[src/rtl/mac_array_acc.sv]
// ============================================================================
//  mac_array_acc : N-lane signed multiply, adder tree, accumulate, shift, output
//  Optional macro: MAC_SAT_EN (saturate out_data instead of wrapping)
//  Revision: 1.0
// ============================================================================
`default_nettype none

module mac_array_acc #(
  parameter int N  = 9,
  parameter int IW = 8,
  parameter int WW = 4,
  parameter int OW = 16
) (
  input  logic                 clk,
  input  logic                 rst,
  input  logic                 in_valid,
  input  logic                 in_first,
  input  logic                 in_last,
  input  logic [N*IW-1:0]      image,
  input  logic [N*WW-1:0]      weight,
  input  logic [4:0]           out_shift,
  output logic                 out_valid,
  output logic signed [OW-1:0] out_data
);

  localparam int PW   = IW + WW;
  localparam int ACCW = IW + WW + $clog2(N) + 8;
  localparam int SW   = (ACCW > OW) ? ACCW : OW;

  logic              s1_valid_q, s1_first_q, s1_last_q;
  logic [4:0]        s1_shift_q;
  logic [N*IW-1:0]   s1_img_q;
  logic [N*WW-1:0]   s1_wgt_q;

  logic signed [PW-1:0] prod_d    [N];
  logic signed [PW-1:0] s2_prod_q [N];
  logic              s2_valid_q, s2_first_q, s2_last_q;
  logic [4:0]        s2_shift_q;

  logic signed [ACCW-1:0] sum_d, s3_sum_q;
  logic              s3_valid_q, s3_first_q, s3_last_q;
  logic [4:0]        s3_shift_q;

  logic signed [ACCW-1:0] acc_d, acc_q;
  logic signed [SW-1:0]   shifted_d;
  logic signed [OW-1:0]   result_d, out_data_d, out_data_q;
  logic                   out_valid_q;

  // Lane 0 occupies the most significant slice of each packed bus.
  for (genvar g = 0; g < N; g++) begin : g_lane
    logic signed [IW-1:0] a;
    logic signed [WW-1:0] b;
    assign a         = s1_img_q[(N-1-g)*IW +: IW];
    assign b         = s1_wgt_q[(N-1-g)*WW +: WW];
    assign prod_d[g] = PW'(a) * PW'(b);
  end

  always_comb begin
    sum_d = '0;
    for (int i = 0; i < N; i++) begin
      sum_d = sum_d + ACCW'(s2_prod_q[i]);
    end
  end

  always_comb begin
    acc_d = acc_q;
    if (s3_valid_q) begin
      acc_d = s3_first_q ? s3_sum_q : acc_q + s3_sum_q;
    end
    shifted_d = SW'(acc_d >>> s3_shift_q);
`ifdef MAC_SAT_EN
    begin : g_sat_limits
      localparam logic signed [SW-1:0] C_MAX = SW'($signed({1'b0, {(OW-1){1'b1}}}));
      localparam logic signed [SW-1:0] C_MIN = SW'($signed({1'b1, {(OW-1){1'b0}}}));
      if (shifted_d > C_MAX)      result_d = OW'(C_MAX);
      else if (shifted_d < C_MIN) result_d = OW'(C_MIN);
      else                        result_d = OW'(shifted_d);
    end
`else
    result_d = OW'(shifted_d);
`endif
    out_data_d = out_data_q;
    if (s3_valid_q && s3_last_q) begin
      out_data_d = result_d;
    end
  end

  always_ff @(posedge clk) begin
    if (rst) begin
      s1_valid_q  <= 1'b0;
      s1_first_q  <= 1'b0;
      s1_last_q   <= 1'b0;
      s1_shift_q  <= '0;
      s1_img_q    <= '0;
      s1_wgt_q    <= '0;
      s2_valid_q  <= 1'b0;
      s2_first_q  <= 1'b0;
      s2_last_q   <= 1'b0;
      s2_shift_q  <= '0;
      for (int i = 0; i < N; i++) s2_prod_q[i] <= '0;
      s3_valid_q  <= 1'b0;
      s3_first_q  <= 1'b0;
      s3_last_q   <= 1'b0;
      s3_shift_q  <= '0;
      s3_sum_q    <= '0;
      acc_q       <= '0;
      out_valid_q <= 1'b0;
      out_data_q  <= '0;
    end else begin
      s1_valid_q  <= in_valid;
      s1_first_q  <= in_first;
      s1_last_q   <= in_last;
      s1_shift_q  <= out_shift;
      s1_img_q    <= image;
      s1_wgt_q    <= weight;
      s2_valid_q  <= s1_valid_q;
      s2_first_q  <= s1_first_q;
      s2_last_q   <= s1_last_q;
      s2_shift_q  <= s1_shift_q;
      for (int i = 0; i < N; i++) s2_prod_q[i] <= prod_d[i];
      s3_valid_q  <= s2_valid_q;
      s3_first_q  <= s2_first_q;
      s3_last_q   <= s2_last_q;
      s3_shift_q  <= s2_shift_q;
      s3_sum_q    <= sum_d;
      acc_q       <= acc_d;
      out_valid_q <= s3_valid_q & s3_last_q;
      out_data_q  <= out_data_d;
    end
  end

  assign out_valid = out_valid_q;
  assign out_data  = out_data_q;

endmodule

`default_nettype wire

[config.mk]
export PLATFORM = sky130hd
export DESIGN_NAME = mac_array_acc
export DESIGN_NICKNAME = d
export VERILOG_FILES = /design/src/rtl/mac_array_acc.sv
export SDC_FILE = /design/constraint.sdc
export NUM_CORES = 1
export LEC_CHECK = 0
export ABC_AREA = 0
export CORE_ASPECT_RATIO = 0.9
export CORE_MARGIN = 4
export CORE_UTILIZATION = 40
export DETAILED_ROUTE_END_ITERATION = 7
export MAX_ROUTING_LAYER = met4
export PLACE_DENSITY = 0.54
export SLEW_MARGIN = 10
export SYNTH_ARGS = -nofsm -noshare
export SYNTH_HDL_FRONTEND = slang
export SYNTH_SLANG_ARGS = --single-unit
[constraint.sdc]
create_clock -name clk -period 6.1 [get_ports clk]
set_clock_uncertainty 0.05 [all_clocks]
set_input_delay 0.61 -clock clk [delete_from_list [all_inputs] [get_ports clk]]
set_output_delay 0.61 -clock clk [all_outputs]
set_load 0.01 [all_outputs]
==> run_results.csv <==
group,metric,value,unit
grt,grt_pass1_vias,17500,
finish,final_cell_mix,"inv_1, dfxtp_1, fa_1, ha_1, nor2b_1",
finish,multi_input_area,15600,um^2
floorplanning,die_x,263,um
finish,regArea,6030,um^2
route,viasPerCell,4.91,
floorplanning,die_area,62300,um^2
yosys,seq_area_frac_synth,25.8,%
floorplanning,num_io_pins,135,
finish,areaGrowthSynthToFinish,13.8,%
floorplanning,initial_core_util,40.6,%
flow_run,maxCapViolations,0,
sta,worst-slew-pin-transition,987,ps
worst_hold_path,hold_path.class,"register to register",
yosys,synth_compound_area_share,10.8,%
grt,grt_pass1_wl,90.5,mm
yosys,synth_edf_count,0,
setup_path,cp.required,6450,ps
pwr,pwr_density_cell,285,nW/um^2
clocking,cts_setup_buffers,0,
route,vias,16600,
finish,drive_above_1_share,4.19,%
worst_hold_path,hold_depth,1,
yosys,synth_cells,2494,
route,avgRoutedWirePerCell,15.9,um
pwr,p_leak,12.7,nW
clocking,clk_path_buf_depth,3,
setup_path,cp-start-kind,"register",
grt,use_met1,24.8,%
sta,hold_viol,0,
clocking,cts_root_buffer,"clkbuf_16",
finish,n_antenna_cell,0,
grt,grtUsageTotal,18.1,%
pwr,ir_drop,0.251,mV
grt,grt_use_met3,2.15,%
yosys,yosys.area_share.simple,17.5,%
sta,hold_slack,384,ps
clocking,clock_sinks,301,
yosys,ys_ff_latch,301,
setup_path,crit_path_cell_trace,"inv_1 -> fa_1 -> inv_1 -> fa_1 -> fa_1 -> inv_1 -> fa_1 -> inv_1 -> ha_1 -> inv_1 -> fa_1 -> nor2b_1 -> o21ai_0 -> a21boi_0 -> o21ai_0 -> a21oi_1 -> o21ai_0 -> a21o_1 -> a31oi_1 -> a2111o_1 -> a21oi_1",
route,wl,53.8,mm
floorplanning,rows,83,
yosys,yosys.cell_types.count,93,
sta,finalSetupTns,0,ps
sta,slew_violations,0,
placed_design,portBuffers,134,
setup_path,crit_path_max_incr_delay,520,ps
route,drtIter0Drc,742,
setup_path,path_max_fanout,3,
finish,final_common_cell,"inv_1",
placed_design,dp_hpwl,42.7,mm
yosys,yosysWarnings,0,
route,dr.pass1.iters,6,
yosys,synth_nets,3073,
placed_design,gp_congestion,0.875,
yosys,synthFlopType,"dfxtp_1",
route,drc,0,
grt,top_usage_layer,"met2",
floorplanning,core-area,57400,um^2
clocking,cts_tree,"yes",
clocking,clkTransAtPathRegs,60,ps
sta,period_minus_slack,5010,ps
yosys,synth.avg_cell_area,9.35,um^2
yosys,synthArstFlopShare,0,%
finish,nets,3177,
setup_path,ff2ff_path_depth,21,
finish,nFillCells,5559,
yosys,synth_mux_area_share,1.98,%
clocking,cts_hold_buffers,0,
setup_path,cp-end-kind,"register",
sta,rsz0062_at_grt,"false",
setup_path,crit_arrival,5360,ps
sta,maxSlewHeadroom,34.2,%
clocking,cts_resized,0,
grt,grt_start_max_net_pins,152,
grt,gr-total-overflow,0,
clocking,numCtsBuffers,37,
sta,max_freq,200,MHz
clocking,cts_max_level,2,
clocking,clk_latency,550,ps
setup_path,cp_slowest_cell,"fa_1",
sta,final.period_utilization,82.2,%
yosys,synth_top_family_by_area,"adder cells",
grt,use_met2,28.7,%
yosys,synthAdderAreaFrac,32.5,%
grt,grt_antenna_before_repair,3,
yosys,netlist_area,23300,um^2
outcome,outcome,"finished, final reports clean",
floorplanning,die_h,237,um
yosys,synth-xor-area-share,3.94,%
route,ant_nets,0,
setup_path,critPathKind,"register to register",
sta,setup_viol,0,
area by class of cell:
type,count,share of cell area [%]
clock buffer,52,4.24
clock inverter,14,0.518
inverter,356,5.03
multi-input combinational,1762,58.6
sequential,301,22.7
tap,765,3.61
timing repair buffer,140,5.29
where the power goes:
| group | switching, W | internal [W] |
|---|---|---|
| Clock | 0.000881 | 0.00137 |
| Combinational | 0.00166 | 0.00133 |
| Sequential | 0.000153 | 0.00216 |
| Total | 0.00270 | 0.00486 |
cells in the mapped netlist, types with 5 or more instances:
cell type | count | area share (%)
mux4_2 | 5 | 0.48
a21o_1 | 50 | 1.6
xor2_1 | 21 | 0.79
nor2b_1 | 187 | 5.0
mux2i_1 | 23 | 0.99
nor3_1 | 35 | 0.75
nand2_1 | 186 | 3.0
o21bai_1 | 25 | 0.80
a21oi_1 | 85 | 1.8
nand3_1 | 18 | 0.39
or3_1 | 5 | 0.13
o31ai_1 | 5 | 0.16
o221ai_1 | 5 | 0.19
nor2_1 | 157 | 2.5
o22ai_1 | 8 | 0.21
a2111oi_0 | 7 | 0.26
mux2_2 | 6 | 0.29
and3_1 | 8 | 0.21
nand2b_1 | 72 | 1.9
fa_1 | 241 | 21
a211oi_1 | 17 | 0.55
clkbuf_8 | 9 | 0.53
nand4_1 | 5 | 0.13
clkbuf_1 | 56 | 0.90
and2_1 | 98 | 2.6
o21ai_0 | 59 | 1.3
ha_1 | 220 | 12
o21a_1 | 13 | 0.42
dfxtp_1 | 301 | 26
inv_1 | 353 | 5.7
xnor2_1 | 84 | 3.2
o211ai_1 | 12 | 0.39
a31oi_1 | 15 | 0.40
per-layer routing:
metal | part of all wire [%] | up-vias
met5 | 0 | -
met3 | 3.7 | 75
met4 | 2.4 | 0
li1 | - | 8254
met2 | 46 | 287
met1 | 48 | 8016
through the flow:
stage                     cells  util, %  setup WS (ps)  area, um^2  power [W]
after CTS                  3390     46.2           1060       26600    0.00767
after global routing       3390     46.2            738       26600    0.00823
final                      3390     46.2           1090       26600    0.00756
after detailed placement   3324     44.0           1120       25300    0.00534
after global placement     3324     44.0           1230       25300    0.00533
after floorplan            2494        -           1510       23300    0.00463
registers in the layout (all words and copies together), names as in the netlist, 5 cells and up:
signal / count
acc_q: 24
s1_shift_q: 5
s2_prod_q: 108
out_data: 16
s2_shift_q: 5
s3_shift_q: 5
s3_sum_q: 20
s1_img_q: 72
s1_wgt_q: 36
path summary, 6_finish.rpt:
path                   start             to  slack, ps
min            s2_shift_q[1]  s3_shift_q[1]        380
max reg2reg  s2_prod_q[0][2]   s3_sum_q[18]       1090
min reg2reg    s2_shift_q[1]  s3_shift_q[1]        380
max          s2_prod_q[0][2]   s3_sum_q[18]       1090
critical path, delay by kind of cell, from the launching register on:
kind / cells / cell delay [ps]
flip-flops: 1 / 310
buffers and inverters: 5 / 290
adder cells (fa/ha/maj): 6 / 2510
AO/OA/AOI/OAI: 9 / 1550
AND/OR/NAND/NOR: 1 / 150
kinds of logic (layout without fill, tap and decap cells):
kind of cell,Yosys count,in the layout
buf+inv,431,562
mux,36,36
compound gates,366,366
flops,301,301
xor+xnor,105,105
fa+ha+maj,461,461
simple gates,794,794
(Power assumes the default switching activity.)
